File: src/rtl/seven_seg_pkg.sv
// Shared types and the hex font for the seven-segment scanner.
// Segment vectors are gfedcba with bit 0 = a.
package seven_seg_pkg;

    typedef logic [6:0] seg_t;

    localparam seg_t SEG_OFF_N = 7'h7F;

    typedef enum logic {
        BLANK,
        DISPLAY
    } scan_state_t;

    // Returns the active-high segment pattern for one hex digit.
    function automatic seg_t hex_to_seg(input logic [3:0] nibble);
        seg_t seg;
        unique case (nibble)
            4'h0: seg = 7'h3F;
            4'h1: seg = 7'h06;
            4'h2: seg = 7'h5B;
            4'h3: seg = 7'h4F;
            4'h4: seg = 7'h66;
            4'h5: seg = 7'h6D;
            4'h6: seg = 7'h7D;
            4'h7: seg = 7'h07;
            4'h8: seg = 7'h7F;
            4'h9: seg = 7'h6F;
            4'hA: seg = 7'h77;
            4'hB: seg = 7'h7C;
            4'hC: seg = 7'h39;
            4'hD: seg = 7'h5E;
            4'hE: seg = 7'h79;
            4'hF: seg = 7'h71;
            default: seg = 7'h00;
        endcase
        return seg;
    endfunction

endpackage

File: src/rtl/seven_seg_scanner_sync_edge_detect.sv
// Multi-flop synchronizer followed by a rising-edge detector.
// rise_pulse is one clock wide for each rising edge seen at the end of the chain.
module sync_edge_detect #(
    parameter int unsigned STAGES = 2
) (
    input  logic clock,
    input  logic reset,
    input  logic async_in,
    output logic rise_pulse
);

    logic [STAGES-1:0] sync_chain;
    logic              sync_last;

    always_ff @(posedge clock or posedge reset) begin
        if (reset) begin
            sync_chain <= '0;
            sync_last  <= 1'b0;
        end else begin
            sync_chain <= {sync_chain[STAGES-2:0], async_in};
            sync_last  <= sync_chain[STAGES-1];
        end
    end

    assign rise_pulse = sync_chain[STAGES-1] & ~sync_last;

endmodule

File: src/rtl/seven_seg_scanner.sv
// Time-multiplexed common-anode seven-segment driver with per-digit blanking gap,
// per-frame value latching and optional leading-zero suppression.
module seven_seg_scanner #(
    parameter int unsigned DIGITS             = 4,
    parameter int unsigned LEADING_ZERO_BLANK = 1,
    parameter int unsigned SYNC_STAGES        = 2
) (
    input  logic                       clock,
    input  logic                       reset,
    input  logic                       scan_clock,
    input  logic [4*DIGITS-1:0]        value,
    input  logic                       enable,
    output logic [DIGITS-1:0]          anodes_n,
    output logic [6:0]                 segments_n,
    output logic [$clog2(DIGITS)-1:0]  digit,
    output logic                       frame_start
);

    import seven_seg_pkg::*;

    localparam int unsigned DW = $clog2(DIGITS);

    scan_state_t          state;
    logic [4*DIGITS-1:0]  frame;
    logic                 step;
    logic [DIGITS-1:0]    suppress;
    logic                 zero_above;
    logic [3:0]           nibble;
    logic                 lit;
    logic [DIGITS-1:0]    one_hot;

    sync_edge_detect #(
        .STAGES(SYNC_STAGES)
    ) u_sync_edge_detect (
        .clock     (clock),
        .reset     (reset),
        .async_in  (scan_clock),
        .rise_pulse(step)
    );

    // Digit d>0 goes dark when it and every more significant nibble are zero.
    always_comb begin
        suppress   = '0;
        zero_above = 1'b1;
        for (int d = DIGITS - 1; d > 0; d--) begin
            zero_above  = zero_above & (frame[4*d +: 4] == 4'h0);
            suppress[d] = (LEADING_ZERO_BLANK != 0) && zero_above;
        end
    end

    always_comb begin
        nibble  = frame[4*int'(digit) +: 4];
        lit     = enable & ~suppress[digit];
        one_hot = {{(DIGITS-1){1'b0}}, 1'b1} << digit;
    end

    always_ff @(posedge clock or posedge reset) begin
        if (reset) begin
            state       <= BLANK;
            digit       <= '0;
            frame       <= '0;
            anodes_n    <= '1;
            segments_n  <= SEG_OFF_N;
            frame_start <= 1'b0;
        end else begin
            frame_start <= 1'b0;
            if (step) begin
                state      <= BLANK;
                anodes_n   <= '1;
                segments_n <= SEG_OFF_N;
                if (digit == DW'(DIGITS - 1)) begin
                    digit       <= '0;
                    frame       <= value;
                    frame_start <= 1'b1;
                end else begin
                    digit <= digit + DW'(1);
                end
            end else begin
                // BLANK always leaves after one cycle; DISPLAY holds until the next step.
                if (state == BLANK) begin
                    state <= DISPLAY;
                end
                if (lit) begin
                    anodes_n   <= ~one_hot;
                    segments_n <= ~hex_to_seg(nibble);
                end else begin
                    anodes_n   <= '1;
                    segments_n <= SEG_OFF_N;
                end
            end
        end
    end

endmodule

File: config.mk
export PLATFORM = sky130hd
export DESIGN_NAME = seven_seg_scanner
export DESIGN_NICKNAME = d
export VERILOG_FILES = /design/src/rtl/seven_seg_pkg.sv /design/src/rtl/seven_seg_scanner_sync_edge_detect.sv /design/src/rtl/seven_seg_scanner.sv
export SDC_FILE = /design/constraint.sdc
export NUM_CORES = 1
export LEC_CHECK = 0
export CAP_MARGIN = 25
export CORE_ASPECT_RATIO = 1.4
export CORE_MARGIN = 8
export CORE_UTILIZATION = 31
export CTS_BUF_LIST = sky130_fd_sc_hd__clkbuf_8
export DETAILED_ROUTE_END_ITERATION = 10
export GPL_TIMING_DRIVEN = 0
export PLACE_DENSITY = 0.6
export SLEW_MARGIN = 30
export SYNTH_ARGS = -nofsm -noshare
export SYNTH_HDL_FRONTEND = slang
export SYNTH_SLANG_ARGS = --single-unit
File: constraint.sdc
create_clock -name clock -period 2.35 [get_ports clock]
set_clock_uncertainty 0.05 [all_clocks]
set_input_delay 0.47 -clock clock [delete_from_list [all_inputs] [get_ports clock]]
set_output_delay 0.47 -clock clock [all_outputs]
set_load 0.02 [all_outputs]
Word level (Yosys, flattened, before mapping). Memories as Yosys holds them, arrays and structs flattened. Index checks and enable logic that the tools add are counted.

Bits in registers: 33. Latch bits: 0. Memory bits (writable): 0. ROM bits: 112. Input port bits: 20. Output and inout bits: 14. Word-level logic and storage cells: 36. Memories kept: 1.

Add/subtract/negate cells: 1. $mul: 0. Divide/modulo/power cells: 0. $lt $le $gt $ge: 1. Equality and inequality tests: 1. Shifts and indexed selects: 2. Multiplexer cells: 11. Bitwise logic cells: 8. Reduce and logical (&&, ||, !) cells: 4.

Memory list: (name not given) (words 16, bits a word 7, read ports 1, clocked after Yosys merged registers in 0, wr ports 0, RTL line seven_seg_pkg.sv:17) `unique case (nibble)`.

Operators by type and width (count): $mux W7 (4); $shiftx A16 B5 Y4 (1); $logic_not A4 Y1 (3); $mux W4 (2); $not A7 Y7 (1); $and A1 B1 Y1 (4); $not A4 Y4 (1); $shl A1 B2 Y4 const A (1); $lt A2 B3 Y1 const B (1); $mux W1 (3); $add A2 B1 Y2 const B (1); $bmux W1 S2 (1); $eq A2 B2 Y1 const B (1); $mux W2 (1); $not A1 Y1 (2); $reduce_and A2 Y1 (1).

Logic depth before layout (Yosys ltp). Gate-level depths: netlist of the first run.

Word-level depth: 12. Depth in mapped cells: 7. Gate-level depth less buffers: 6.

Modules after synthesis. Synthesis of the first run repeated with hierarchy kept, for this count alone.

Cells, all modules: 139. Area, all modules: 1700.4 sq um.

By module, submodules not included: seven_seg_scanner (instances 1, cells each 134, area each 1607.8 sq um, sequential area each 764.5 sq um); sync_edge_detect (instances 1, cells each 5, area each 92.6 sq um, sequential area each 75.1 sq um).

Least setup slack after synthesis of the first run. Ideal clock, no wire load.

Kind: flip-flop to flip-flop. From: register digit[1]. To: register segments_n[0]. Library setup time: 0.072 ns. Arrival time: 2.152 ns. Required time: 2.228 ns. Setup slack: 0.076 ns. Cell stages (with the launch flop): 8. Buffers on the path: 1. Period minus slack after synthesis: 2.274 ns. Cell sequence: dfrtp_1 -> buf_4 -> mux4_2 -> inv_1 -> ha_1 -> nor2_1 -> a221o_1 -> o21ai_1.

Word-level cells in the longest chain between the ends: 7. Elaborated cells between the ends (all ways): 11. Classes of those cells: shift (1); mux (6); bitwise (3); memory (1).

Ends and longest elaborated chain: start: declaration (RTL line seven_seg_scanner.sv:15) `output logic [$clog2(DIGITS)-1:0] digit,`; start signal: assignment (RTL line seven_seg_scanner.sv:76) `digit <= digit + DW'(1);`; $shiftx A16 B5 Y4 (RTL line seven_seg_scanner.sv:52) `nibble = frame[4*int'(digit) +: 4];`; $mem_v2 Z16 W7; $mux W7 (RTL line seven_seg_scanner.sv:83) `if (lit) begin`; $mux W7 (RTL line seven_seg_scanner.sv:67) `if (step) begin`; $not A7 Y7 (RTL line seven_seg_scanner.sv:85) `segments_n <= ~hex_to_seg(nibble);`; $mux W7 (*) (RTL line seven_seg_scanner.sv:83); $mux W7 (*) (RTL line seven_seg_scanner.sv:67); end signal: assignment (RTL line seven_seg_scanner.sv:85); end: declaration (RTL line seven_seg_scanner.sv:14) `output logic [6:0] segments_n,`.

Every way passes the cells marked *; elsewhere a longest branch is shown, timed or not. The select of a mux whose other input is x is not followed. A chain may end at the register's enable or synchronous reset.

Worst setup path after layout of the first run. Ends and elaborated chain as after synthesis.

==> results of run 1 <==
[routing by layer]
metal  wire, um  part of all wire [%]  up-vias
li1           -                     -      526
met1       1250                    37      539
met2       1830                    54       28
met3        182                   5.4        8
met4        103                   3.1        0
met5          0                     0        -
[state kept, by name, summed over array words and instances (netlist names)]
| name | cells |
|---|---|
| u_sync_edge_detect.sync_chain | 2 |
| anodes_n | 4 |
| segments_n | 7 |
| digit | 2 |
| frame | 16 |
| u_sync_edge_detect.sync_last | 1 |
| frame_start | 1 |
[where the power goes]
part / internal, mW / switching [mW] / leakage (nW)
Sequential: 0.833 / 0.162 / 0.375
Combinational: 0.797 / 0.775 / 0.457
Clock: 0.341 / 0.194 / 0.0626
Total: 1.97 / 1.13 / 0.894
[repair_timing]
| action | 4_1_cts | 5_1_grt |
|---|---|---|
| hold buffers | 0 | 0 |
| pin swaps | 0 | 0 |
| resized for setup | 1 | 3 |
| setup buffers | 0 | 0 |
| endpoints found under the setup margin | 1 | 2 |
| hold endpoints to repair | 0 | 0 |
[worst reg2reg max path: cells and delay by family (launching register included)]
kind | cells | cell delay, ns
buf+inv | 2 | 0.30
simple gates | 1 | 0.05
fa+ha+maj | 1 | 0.24
flops | 1 | 0.43
compound gates | 2 | 0.46
mux | 1 | 0.58
[final cells by class]
type	instances	area share (%)
Clock buffer	6	3.81
Inverter	6	1.04
Timing Repair Buffer	33	15.3
Sequential cell	33	38.8
Buffer	6	1.91
Tap cell	66	3.81
Multi-Input combinational cell	81	33.8
Clock inverter	2	1.56
[metrics by stage]
stage / total power [mW] / worst slack (ns) / area, um2 / utilization [%]
final: 3.10 / 0.150 / 2170 / 42.3
after global routing: 3.32 / 0.0189 / 2170 / 42.3
after CTS: 3.11 / 0.00478 / 2160 / 42.2
after detailed placement: 2.56 / 0.00656 / 2040 / 39.9
after global placement: 2.49 / 0.0404 / 2040 / 39.9
after floorplan: 2.12 / 0.0758 / 1630 / -
[cell usage in the layout, fill, tap and decap left out, types with 4 or more instances in the layout]
cell type / n
nand2_1: 11
clkdlybuf4s50_1: 33
inv_1: 5
ha_1: 9
dfrtp_1: 21
clkbuf_8: 6
mux2_2: 19
mux4_2: 4
dfstp_2: 11
mux2i_1: 5
[final timing paths]
path | to | slack [ns] | depth (start not counted)
setup reg to reg | segments_n[0] | 0.15 | 7
hold / removal | u_sync_edge_detect.sync_chain[1] | 0.31 | 0
setup / recovery | segments_n[0] | 0.15 | 7
max in group asynchronous | digit[1] | 1.26 | 2
hold reg to reg | u_sync_edge_detect.sync_chain[1] | 0.31 | 0
min in group asynchronous | u_sync_edge_detect.sync_chain[1] | 0.55 | 2
[logic make-up after synthesis]
family          share of synthesized area (%)
buf+inv                                  3.69
simple gates                             7.76
compound gates                           6.53
fa+ha+maj                                7.68
xor+xnor                                 1.08
flops                                    51.5
mux                                      21.7
==> flow_metrics.tcl, run 1 <==
set metrics [dict create \
    outcome "finished, final reports clean" \
    hold_class "reg2reg" \
    crit_path_start_kind "flop" \
    total_leakage_power_nw 0.894 \
    tightest_slew_ns 0.638 \
    synth_warnings 0 \
    root_buffer "clkbuf_8" \
    layout-drive-gt1-share_pct 29.9 \
    dieArea_mm2 0.00786 \
    cpPeakStageDelay_ns 0.58 \
    die_h_um 102 \
    yosys-top-cells-area "dfrtp_1 (34%), dfstp_2 (18%), mux2_2 (13%)" \
    grt_max_degree 34 \
    routed_via_density 4.73 \
    start_util_pct 31.8 \
    r2r_start "digit[1]" \
    min_period_ns 2.20 \
    wire_per_inst_um 14.4 \
    cp_slowest_cell "mux4_2" \
    pwr_density_cell_mw_per_mm2 1430 \
    syn_area_mm2 0.00163 \
    numCtsBuffers 5 \
    crit_type "reg2reg" \
    ys_seq_elements 33 \
    setup_viol_count_final 0 \
    grtUsageMet3_pct 3.55 \
    fillers 504 \
    die_w_um 77.3 \
    place.port_buffers 33 \
    ys_async_sr_fraction_pct 100 \
    clock-sinks 33 \
    area_delta_synth_final_pct 32.9 \
    drt_first_iter_violations 87 \
    crit_required_ns 2.50 \
    grt_pass1_wl_um 5460 \
    tritoncts "built" \
    via_count 1101 \
    dpl.cell_count 225 \
    use_met2_pct 16.4 \
    synth_common_cells "dfrtp_1 (22), mux2_2 (19), dfstp_2 (11), nand2_1 (11), ha_1 (10)" \
    grtUsageMet1_pct 7.59 \
    gp_congestion 0.817 \
    crit_family "multiplexers" \
    crit_fanout 10 \
    timing.hold.ws_ns 0.305 \
    syn_nets 156 \
    htree_num_levels 2 \
    ios 34 \
    finalSetupTns_ns 0 \
    overflow 0 \
    ys.flop_type "dfrtp_1" \
    rsz0062_at_grt "false" \
    multi_input_area_um2 732 \
    rows 31 \
    synth_area_per_cell_um2 12.9 \
    drtPass1Iterations 4 \
    ys_types 32 \
    worst_ir_drop_vdd_mv 0.435 \
    antenna_found_initial 0 \
    max_clock_freq_mhz 455 \
    slew_headroom_pct 57.4 \
    synth.most_common_cell "dfrtp_1" \
    cp_num_buf_inv 2 \
    min-delay-start "u_sync_edge_detect.sync_chain[0]" \
    clk_path_buf_depth 2 \
    grt_pass1_vias 1161 \
    startpoint "digit[1]" \
    yosysTopAreaCell "dfrtp_1" \
    coreArea_mm2 0.00512 \
    ant_nets 0 \
    fin_cells 233 \
    critPathArrivalTime_ns 2.35 \
    crit_path_cell_trace "buf_6 > mux4_2 > inv_2 > ha_2 > nor2_1 > a221o_1 > o21ai_1" \
    hold_violations 0 \
    drcViolationCount 0 \
    hpwl_um 2670 \
    yosysSeqAreaShare_pct 51.5 \
    endpoint_kind "flop" \
    slew_viol_final 0 \
    diodes 0 \
    synthCells 126 \
    busiest_layer "met2" \
    cap_violations 0 \
    wirelength_um 3360 \
    clk_pin_slew_worst_paths_ns 0.07 \
    clk_latency_ns 0.28 \
    seq_area_um2 841 \
    timing.final.crit_share_pct 93.6 \
    yosysTopAreaCellShare_pct 33.8 \
    synth-edff-count 0 \
    grtUsageTotal_pct 8.84 \
    nets 196 \
]
(Power assumes the default switching activity.)
==> run 2: changes to the inputs <==
--- a/config.mk
+++ b/config.mk
@@ -8,11 +8,12 @@
 export CAP_MARGIN = 25
 export CORE_ASPECT_RATIO = 1.4
 export CORE_MARGIN = 8
-export CORE_UTILIZATION = 31
+export CORE_UTILIZATION = 25
 export CTS_BUF_LIST = sky130_fd_sc_hd__clkbuf_8
 export DETAILED_ROUTE_END_ITERATION = 10
 export GPL_TIMING_DRIVEN = 0
-export PLACE_DENSITY = 0.6
+export PLACE_DENSITY = 0.52
+export REMOVE_ABC_BUFFERS = 1
 export SLEW_MARGIN = 30
 export SYNTH_ARGS = -nofsm -noshare
 export SYNTH_HDL_FRONTEND = slang
==> constraint.sdc (replaced) <==
create_clock -name clock -period 2.8 [get_ports clock]
set_clock_uncertainty 0.05 [all_clocks]
set_input_delay 0.56 -clock clock [delete_from_list [all_inputs] [get_ports clock]]
set_output_delay 0.56 -clock clock [all_outputs]
set_load 0.02 [all_outputs]
==> flow_metrics.tcl, run 2 (synthesis results as in run 1) <==
set metrics [dict create \
    outcome "finished, final reports clean" \
    coreArea_mm2 0.00644 \
    critPathArrivalTime_ns 2.62 \
    total_leakage_power_nw 0.855 \
    grt_pass1_vias 1164 \
    start_util_pct 25.3 \
    worst_ir_drop_vdd_mv 0.286 \
    layout_common_cells "clkdlybuf4s50_1 (33), dfrtp_1 (22), mux2_2 (19)" \
    startpoint "digit[1]" \
    nets 190 \
    dieArea_mm2 0.00939 \
    dpl.cell_count 227 \
    holdBufCountCts 0 \
    area_delta_synth_final_pct 29.2 \
    numCtsBuffers 5 \
    timing.final.crit_share_pct 87.6 \
    clock-sinks 33 \
    timing.hold.ws_ns 0.309 \
    hold_class "reg2reg" \
    drcViolationCount 0 \
    worst_slack_ns 0.348 \
    pwr_density_cell_mw_per_mm2 1160 \
    hold_violations 0 \
    cap_violations 0 \
    dp_slack_ns 0.332 \
    via_count 1072 \
    largest_register_ffs 16 \
    reg.largest.list "frame (16), segments_n (7), anodes_n (4)" \
    slew_viol_final 0 \
    rows 35 \
    crit_type "reg2reg" \
    crit_path_start_kind "flop" \
    clk_latency_ns 0.28 \
    setup_viol_count_final 0 \
    max_clock_freq_mhz 408 \
    root_buffer "clkbuf_8" \
    tritoncts "built" \
    finalSetupTns_ns 0 \
    antenna_found_initial 0 \
    power_mw 2.43 \
    slew_headroom_pct 54.8 \
    min_period_ns 2.45 \
    fin_cells 234 \
    routed_via_density 4.58 \
    r2r_start "digit[1]" \
    gp_congestion 0.833 \
    postCtsSetupBuffers 0 \
    largest-register "frame" \
    clk_path_buf_depth 2 \
    wire_per_inst_um 14.3 \
    clk_pin_slew_worst_paths_ns 0.07 \
    ios 34 \
    hpwl_um 2640 \
    rr_worst_depth 6 \
    drt_first_iter_violations 31 \
    cp-endpoint "segments_n[0]" \
    fillers 649 \
    layout-drive-gt1-share_pct 26.3 \
    grt_pass1_wl_um 5700 \
    place.port_buffers 33 \
    hold_depth 0 \
    wirelength_um 3350 \
    grtUsageTotal_pct 7.57 \
    cts-resized-gates 0 \
    diodes 0 \
    drtPass1Iterations 4 \
    crit_required_ns 2.96 \
    htree_num_levels 2 \
    endpoint_kind "flop" \
    final_common_cell "clkdlybuf4s50_1" \
    die_w_um 84.2 \
    ant_nets 0 \
    rsz0062_at_grt "false" \
    overflow 0 \
    r2r-end "segments_n[0]" \
    grt_max_degree 34 \
    ff2ff_setup_slack_ns 0.35 \
    die_h_um 112 \
    tightest_slew_ns 0.677 \
    crit_fanout 14 \
]
==> run 2: cell types whose count changed in the layout (fill, tap and decap cells not counted), sizes merged <==
cell,before,now
clkbuf,7,6
clkinvlp,0,1
bufinv,1,0
inv,7,6
buf,5,0
==> run 2: power by group <==
group / leakage [nW] / switching [mW] / internal, mW / total [mW]
clock: 0.0433 / 0.163 / 0.194 / 0.357
combinational: 0.436 / 0.580 / 0.624 / 1.20
sequential: 0.376 / 0.176 / 0.696 / 0.872
==> run 2: metal layers <==
metal,vias up,share of wire [%],global-route usage (%)
met3,10,5.1,2.56
li1,511,-,-
met4,0,3.7,6.01
met2,32,53,13.0
met5,-,0,0
met1,519,39,7.14
==> run 2: worst min path at each step <==
stage	from	endpoint
finish	u_sync_edge_detect.sync_chain[0]	u_sync_edge_detect.sync_chain[1]
global route	u_sync_edge_detect.sync_chain[0]	u_sync_edge_detect.sync_chain[1]
CTS	u_sync_edge_detect.sync_chain[0]	u_sync_edge_detect.sync_chain[1]
detailed placement	u_sync_edge_detect.sync_chain[0]	u_sync_edge_detect.sync_chain[1]
global placement	u_sync_edge_detect.sync_chain[0]	u_sync_edge_detect.sync_chain[1]
floorplan	u_sync_edge_detect.sync_chain[0]	u_sync_edge_detect.sync_chain[1]
==> run 2: worst max-delay path: stages, from the launching register on <==
cell	delay, ns
dfrtp_1	0.72
mux4_2	0.65
inv_1	0.16
ha_1	0.28
nor2_1	0.06
a221o_1	0.35
o21ai_1	0.12
==> run 2: layout make-up <==
type / count / area (um2) / area share, %
clock inverter: 1 / 7.51 / 0.357
tap: 74 / 92.6 / 4.40
inverter: 6 / 22.5 / 1.07
sequential: 33 / 840 / 39.9
multi-input combinational: 81 / 729 / 34.7
timing repair buffer: 33 / 330 / 15.7
clock buffer: 6 / 82.6 / 3.92
==> run 2: stage by stage <==
| step | util, % | area [um2] |
|---|---|---|
| 2_1_floorplan | - | 1590 |
| 3_3_place_gp | 31.3 | 2010 |
| 3_5_place_dp | 31.3 | 2010 |
| 4_1_cts | 32.7 | 2100 |
| 5_1_grt | 32.7 | 2100 |
| 6_report | 32.7 | 2100 |
